--- src/rtl/ddr3_port_arbiter.sv ---
// Round-robin arbiter sharing one DDR3 MIG app port among NUM_CH memory clients.
// One command in flight at a time; read data is steered back to the granted channel.
module ddr3_port_arbiter #(
    parameter int unsigned NUM_CH      = 4,
    parameter int unsigned ADDR_W      = 27,
    parameter int unsigned DATA_W      = 128,
    parameter int unsigned TIMEOUT_CYC = 1023
) (
    input  logic                         sys_clk,
    input  logic                         sys_rst,
    input  logic                         calib_done,
    input  logic [NUM_CH-1:0]            ch_req,
    input  logic [NUM_CH-1:0]            ch_we,
    input  logic [NUM_CH*ADDR_W-1:0]     ch_addr,
    input  logic [NUM_CH*DATA_W-1:0]     ch_wdata,
    input  logic [NUM_CH*(DATA_W/8)-1:0] ch_wmask,
    output logic [NUM_CH-1:0]            ch_ack,
    output logic [NUM_CH-1:0]            ch_rvalid,
    output logic [DATA_W-1:0]            ch_rdata,
    output logic [ADDR_W-1:0]            app_addr,
    output logic [2:0]                   app_cmd,
    output logic                         app_en,
    input  logic                         app_rdy,
    output logic [DATA_W-1:0]            app_wdf_data,
    output logic [DATA_W/8-1:0]          app_wdf_mask,
    output logic                         app_wdf_wren,
    output logic                         app_wdf_end,
    input  logic                         app_wdf_rdy,
    input  logic [DATA_W-1:0]            app_rd_data,
    input  logic                         app_rd_data_valid,
    output logic                         busy,
    output logic [$clog2(NUM_CH)-1:0]    grant_id,
    output logic                         err_timeout
);
    localparam int unsigned GW = $clog2(NUM_CH);
    localparam int unsigned MW = DATA_W / 8;
    localparam int unsigned CW = $clog2(TIMEOUT_CYC + 1);
    localparam logic [2:0] CMD_WR = 3'b000;
    localparam logic [2:0] CMD_RD = 3'b001;

    typedef enum logic [1:0] {IDLE, CMD, RWAIT, ACK} state_t;

    state_t             state_q, state_d;
    logic [GW-1:0]      last_grant_q, last_grant_d;
    logic [GW-1:0]      grant_id_q, grant_id_d;
    logic [GW-1:0]      gsel;
    logic               found;
    int unsigned        idx;
    logic               we_q, we_d;
    logic               cmd_done_q, cmd_done_d, cmd_now;
    logic               wdf_done_q, wdf_done_d, wdf_now;
    logic [CW-1:0]      cnt_q, cnt_d;
    logic               err_q, err_d;
    logic               busy_q, busy_d;
    logic [NUM_CH-1:0]  ack_q, ack_d;
    logic [NUM_CH-1:0]  rvalid_q, rvalid_d;
    logic [DATA_W-1:0]  rdata_q, rdata_d;
    logic [ADDR_W-1:0]  addr_q, addr_d;
    logic [2:0]         cmd_q, cmd_d;
    logic               en_q, en_d;
    logic               wren_q, wren_d;
    logic [DATA_W-1:0]  wdata_q, wdata_d;
    logic [MW-1:0]      wmask_q, wmask_d;

    // Next-state, arbitration and registered-output computation.
    always_comb begin
        state_d      = state_q;
        last_grant_d = last_grant_q;
        grant_id_d   = grant_id_q;
        we_d         = we_q;
        cmd_done_d   = cmd_done_q;
        wdf_done_d   = wdf_done_q;
        cnt_d        = '0;
        err_d        = err_q;
        rdata_d      = rdata_q;
        ack_d        = '0;
        rvalid_d     = '0;
        addr_d       = '0;
        cmd_d        = '0;
        en_d         = 1'b0;
        wren_d       = 1'b0;
        wdata_d      = '0;
        wmask_d      = '0;
        cmd_now      = cmd_done_q | (en_q & app_rdy);
        wdf_now      = wdf_done_q | (wren_q & app_wdf_rdy);

        // Round-robin search starting just past the last granted channel.
        found = 1'b0;
        gsel  = last_grant_q;
        idx   = 0;
        for (int unsigned k = 1; k <= NUM_CH; k++) begin
            idx = 32'(last_grant_q) + k;
            if (idx >= NUM_CH) idx = idx - NUM_CH;
            if (!found && ch_req[GW'(idx)]) begin
                found = 1'b1;
                gsel  = GW'(idx);
            end
        end

        unique case (state_q)
            IDLE: begin
                if (calib_done && found) begin
                    state_d      = CMD;
                    last_grant_d = gsel;
                    grant_id_d   = gsel;
                    we_d         = ch_we[gsel];
                    cmd_done_d   = 1'b0;
                    wdf_done_d   = 1'b0;
                    en_d         = 1'b1;
                    cmd_d        = ch_we[gsel] ? CMD_WR : CMD_RD;
                    addr_d       = ch_addr[32'(gsel)*ADDR_W +: ADDR_W];
                    if (ch_we[gsel]) begin
                        wren_d  = 1'b1;
                        wdata_d = ch_wdata[32'(gsel)*DATA_W +: DATA_W];
                        wmask_d = ch_wmask[32'(gsel)*MW +: MW];
                    end
                end
            end
            CMD: begin
                cmd_done_d = cmd_now;
                wdf_done_d = wdf_now;
                if (we_q && cmd_now && wdf_now) begin
                    state_d           = ACK;
                    ack_d[grant_id_q] = 1'b1;
                end else if (!we_q && cmd_now) begin
                    state_d = RWAIT;
                end else begin
                    // Command and write-data handshakes retire independently.
                    en_d    = ~cmd_now;
                    wren_d  = we_q & ~wdf_now;
                    cmd_d   = cmd_q;
                    addr_d  = addr_q;
                    wdata_d = wdata_q;
                    wmask_d = wmask_q;
                end
            end
            RWAIT: begin
                if (app_rd_data_valid) begin
                    state_d              = IDLE;
                    rdata_d              = app_rd_data;
                    rvalid_d[grant_id_q] = 1'b1;
                    ack_d[grant_id_q]    = 1'b1;
                end else if (cnt_q == CW'(TIMEOUT_CYC - 1)) begin
                    state_d           = IDLE;
                    err_d             = 1'b1;
                    ack_d[grant_id_q] = 1'b1;
                end else begin
                    cnt_d = cnt_q + CW'(1);
                end
            end
            ACK: begin
                state_d = IDLE;
            end
            default: begin
                state_d = IDLE;
            end
        endcase

        busy_d = (state_d != IDLE);
    end

    always_ff @(posedge sys_clk or negedge sys_rst) begin
        if (!sys_rst) begin
            state_q      <= IDLE;
            last_grant_q <= GW'(NUM_CH - 1);
            grant_id_q   <= '0;
            we_q         <= 1'b0;
            cmd_done_q   <= 1'b0;
            wdf_done_q   <= 1'b0;
            cnt_q        <= '0;
            err_q        <= 1'b0;
            busy_q       <= 1'b0;
            ack_q        <= '0;
            rvalid_q     <= '0;
            rdata_q      <= '0;
            addr_q       <= '0;
            cmd_q        <= '0;
            en_q         <= 1'b0;
            wren_q       <= 1'b0;
            wdata_q      <= '0;
            wmask_q      <= '0;
        end else begin
            state_q      <= state_d;
            last_grant_q <= last_grant_d;
            grant_id_q   <= grant_id_d;
            we_q         <= we_d;
            cmd_done_q   <= cmd_done_d;
            wdf_done_q   <= wdf_done_d;
            cnt_q        <= cnt_d;
            err_q        <= err_d;
            busy_q       <= busy_d;
            ack_q        <= ack_d;
            rvalid_q     <= rvalid_d;
            rdata_q      <= rdata_d;
            addr_q       <= addr_d;
            cmd_q        <= cmd_d;
            en_q         <= en_d;
            wren_q       <= wren_d;
            wdata_q      <= wdata_d;
            wmask_q      <= wmask_d;
        end
    end

    assign ch_ack       = ack_q;
    assign ch_rvalid    = rvalid_q;
    assign ch_rdata     = rdata_q;
    assign app_addr     = addr_q;
    assign app_cmd      = cmd_q;
    assign app_en       = en_q;
    assign app_wdf_data = wdata_q;
    assign app_wdf_mask = wmask_q;
    assign app_wdf_wren = wren_q;
    assign app_wdf_end  = wren_q;
    assign busy         = busy_q;
    assign grant_id     = grant_id_q;
    assign err_timeout  = err_q;

endmodule

--- config.mk ---
export PLATFORM = sky130hd
export DESIGN_NAME = ddr3_port_arbiter
export DESIGN_NICKNAME = d
export VERILOG_FILES = /design/src/rtl/ddr3_port_arbiter.sv
export SDC_FILE = /design/constraint.sdc
export NUM_CORES = 1
export LEC_CHECK = 0
export ABC_AREA = 1
export CAP_MARGIN = 10
export CORE_AREA = 2 2 441 443
export DETAILED_ROUTE_END_ITERATION = 6
export DIE_AREA = 0 0 443 445
export HOLD_SLACK_MARGIN = 0.1
export SYNTH_ARGS = -nofsm -noshare
export SYNTH_HDL_FRONTEND = slang
export SYNTH_SLANG_ARGS = --single-unit
--- constraint.sdc ---
create_clock -name sys_clk -period 2.8 [get_ports sys_clk]
set_input_delay 0.56 -clock sys_clk [delete_from_list [all_inputs] [get_ports sys_clk]]
set_output_delay 0.56 -clock sys_clk [all_outputs]
set_load 0.03 [all_outputs]
==> results <==
layer usage:
metal,wire length (um),vias up,track usage
met5,151,-,0
met4,4420,24,0.0498
met3,11800,189,0.0321
met2,76700,1254,0.254
met1,67200,12800,0.195
li1,-,12000,-
report_power, final:
group	switching [W]	internal [W]	total, W
sequential	0.00148	0.00691	0.00840
clock	0.00263	0.00324	0.00587
combinational	0.0298	0.0172	0.0470
stage by stage:
stage          area [um^2]  utilization  setup slack (ns)  hold WS, ns  power (W)
4_1_cts              38500        0.201            0.0167        0.433     0.0599
5_1_grt              38900        0.202           -0.0147        0.480     0.0650
3_5_place_dp         37000        0.193            -0.560        0.454     0.0537
3_3_place_gp         37000        0.193            -0.589        0.447     0.0536
2_1_floorplan        20900            -             0.738        0.264     0.0303
6_report             38900        0.202            0.0710        0.465     0.0613
synthesized netlist by cell type:
library cell and instances:
nand2_1 1037, nand3_1 862, dfrtp_1 329, inv_1 312, mux2_2 128, buf_2 118, clkbuf_1 74, nor2_1 28
buf_4 21, o21ai_0 15, buf_1 13, nand3_2 12, buf_6 9, ha_1 5, nand2_2 5, nor3_1 5
xor2_1 5, inv_2 4, a21oi_1 3, dfstp_2 2, nand4_1 2, xnor2_1 2, a21o_1 1, a22oi_1 1
a31oi_1 1, buf_12 1, clkbuf_8 1, conb_1 1, nand2_4 1, nand3b_2 1, nor2_2 1
critical path: cells and delay by family (launching register included):
kind,cells,cell delay (ns)
buffers and inverters,5,0.83
flip-flops,1,0.59
AND/OR/NAND/NOR,12,1.21
final timing paths:
kind	endpoint	slack [ns]	from
setup reg to reg	app_wdf_data[72]	0.07	last_grant_q[0]
hold reg to reg	err_timeout	0.47	err_timeout
max in group asynchronous	app_wdf_mask[4]	1.46	sys_rst
setup / recovery	app_wdf_data[72]	0.07	last_grant_q[0]
min in group asynchronous	app_addr[15]	0.51	sys_rst
hold / removal	err_timeout	0.47	err_timeout
flip-flops by register name, indices dropped and copies added, names as in the netlist, 2 cells and up:
name and flops:
ch_rvalid 4, last_grant_q 2, app_wdf_data 128, ch_rdata 128, cnt_q 10, grant_id 2, ch_ack 4, app_addr 27
app_wdf_mask 16, state_q 2
cell usage in the layout (no fill, tap or decap), drive strengths merged:
cell / synthesis / layout
a21o: 1 / 1
a21oi: 3 / 3
a22oi: 1 / 1
a31oi: 1 / 1
buf: 162 / 271
bufinv: 0 / 2
clkbuf: 75 / 59
clkdlybuf4s50: 0 / 1127
clkinv: 0 / 13
clkinvlp: 0 / 3
conb: 1 / 2
dfrtp: 329 / 329
dfstp: 2 / 2
diode: 0 / 19
dlygate4sd3: 0 / 1
ha: 5 / 5
inv: 316 / 320
mux2: 128 / 128
nand2: 1043 / 1044
nand3: 874 / 874
nand3b: 1 / 1
nand4: 2 / 2
nor2: 29 / 29
nor3: 5 / 5
o21ai: 15 / 15
xnor2: 2 / 2
xor2: 5 / 5
cells by family after synthesis:
| kind of cell | Yosys count |
|---|---|
| muxes | 128 |
| buffers and inverters | 553 |
| other | 1 |
| AOI/OAI and AO/OA | 21 |
| xor gates and xnor gates | 7 |
| adders and majority gates | 5 |
| and+or+nand+nor | 1954 |
| DFF | 331 |
area by class of cell:
type	count	area [um^2]	area share
antenna	19	47.5	0.00122
multi-input combinational	2118	10400	0.266
timing repair buffer	1405	14400	0.370
clock buffer	53	1180	0.0305
sequential	331	8290	0.213
inverter	316	1200	0.0308
tap	2526	3160	0.0813
clock inverter	22	255	0.00657
timing repair:
action | in CTS | in global routing
pin swaps | 0 | 3
setup buffers | 0 | 4
gates resized for setup | 2 | 23
endpoints found under the setup margin | 2 | 58
hold buffers | 1 | 0
endpoints found under the hold margin | 35 | 0
gates cloned | 0 | 7
==> summary.md <==
| Metric | Value |
|---|---|
| Max clock buf depth | `3` |
| H-tree depth | `2` |
| Fin Clk Skew | `0.0468 ns` |
| Mean post-synth cell area | `6.96 um^2` |
| CP Capture Type | `register` |
| Pwr/cell area | `1580 nW/um^2` |
| Worst Max-Slew Pin Slew | `0.659 ns` |
| Die X | `443 um` |
| Root Buffer | `clkbuf_16` |
| # IOs | `1143` |
| Rows | `161` |
| Clk_lat worst skew | `~0.67 ns` |
| Max rail drop VDD | `around 800 uV` |
| Setup Crit Path Kind | `register to register` |
| Min Tclk post-route | `~2.7 ns` |
| Vias per inst | `approximately 3.9` |
| Share of the synthesized area in the top cell type | `0.394` |
| Share of layout cells above drive strength 1 | `0.122` |
| Fin crit share | `0.975` |
| Syn-to-layout area delta | `86.1%` |
| Ys Warns | `0` |
| Number of fill cells | `around 21000` |
| Syn Std Cell Area | `20900 um^2` |
| Hold path depth | `1` |
| Initial core utilization | `0.109` |
| Seq cells post-synth | `331` |
| Crit start category | `register` |
| Largest family of logic cells by synthesized area | `simple AND/OR/NAND/NOR gates` |
| CTS tree | `done` |
| Final slew viol count | `0` |
| Placer congestion estimate | `1.02` |
| Setup violators final | `0` |
| Area contributors post-synth | `dfrtp_1 (39%), nand3_1 (21%), nand2_1 (19%), mux2_2 (6.9%), inv_1 (5.6%)` |
| Syn Inst Count | `3000` |
| Max Clk Rate | `between 300 and 400 MHz` |
| Tightest Hold Check Type | `register to register` |
| Synth Area in Compound Gates | `0.00533` |
| Most common cell on crit path | `nand2_1` |
| Core box area | `192000 um^2` |
| GRT Total Usage | `0.152` |
| Mux contribution to synthesized area | `0.0690` |
| Num CTS Buffers | `between 40 and 50` |
| Residual DRC | `0` |
| Sequential element share of the synthesized area | `0.397` |
| Clk pin slew, worst setup/hold paths | `0.07 ns` |
| Placed Instances | `between 6000 and 7000` |
| Die height | `roughly 450 um` |
| CTS sink count | `331` |
| Vias | `26300` |
| Die area | `just under 200000 um^2` |
| First-pass GRT wire length | `211 mm` |
| Post-route ant nets | `0` |
| Worst path required time | `3.40 ns` |
| Post-synth cell types | `31` |
| Initial DRC Count | `2521` |
| Drt pass-1 iters | `6` |
| Routed WL per cell | `between 20 and 25 um` |
| Slew headroom | `0.559` |
| Simple-gate share of the synthesized area | `0.408` |
| Worst-path fanout max | `23` |
| NumNets Final | `5046` |
| R2R cell count | `17` |
| Synth area leader | `dfrtp_1` |
| Max incr delay on CP | `0.59 ns` |
| Hold Vio Cnt, Final | `0` |
| Setup TNS | `0 ns` |
| Synth Area in XOR/XNOR | `0.00293` |
| RSZ-0062 raised after global routing | `true` |
| Leak pwr | `~19 nW` |
| Worst Path Arrival | `3.33 ns` |
| DP Wirelength | `around 130 mm` |
| Initial antenna violation count | `between 50 and 60` |
| Largest net degree at the start of global routing | `slightly below 90` |
| Vias in the first global route | `between 20000 and 30000` |
| Status | `completed` |
| Crit-path slowest cell | `dfstp_2` |
| Crit-path cells | `buf_4 -> nand2_1 -> nand2_1 -> nand2_1 -> nand2_2 -> nand2_2 -> buf_4 -> nand3_4 -> buf_12 -> buf_16 -> buf_4 -> nand3_1 -> nand2_1 -> nand2_1 -> nand2_1 -> nand3_1 -> nand2_1` |
| Port Buffers | `1140` |
| Detailed-route wire length | `160 mm` |
| Number of max-cap violations | `0` |
| Non-filler cells, final | `6790` |
| GRT Residual Overflow | `0` |
| Adder-Cell Fraction of Synth Area | `0.00299` |
(Power assumes the default switching activity.)
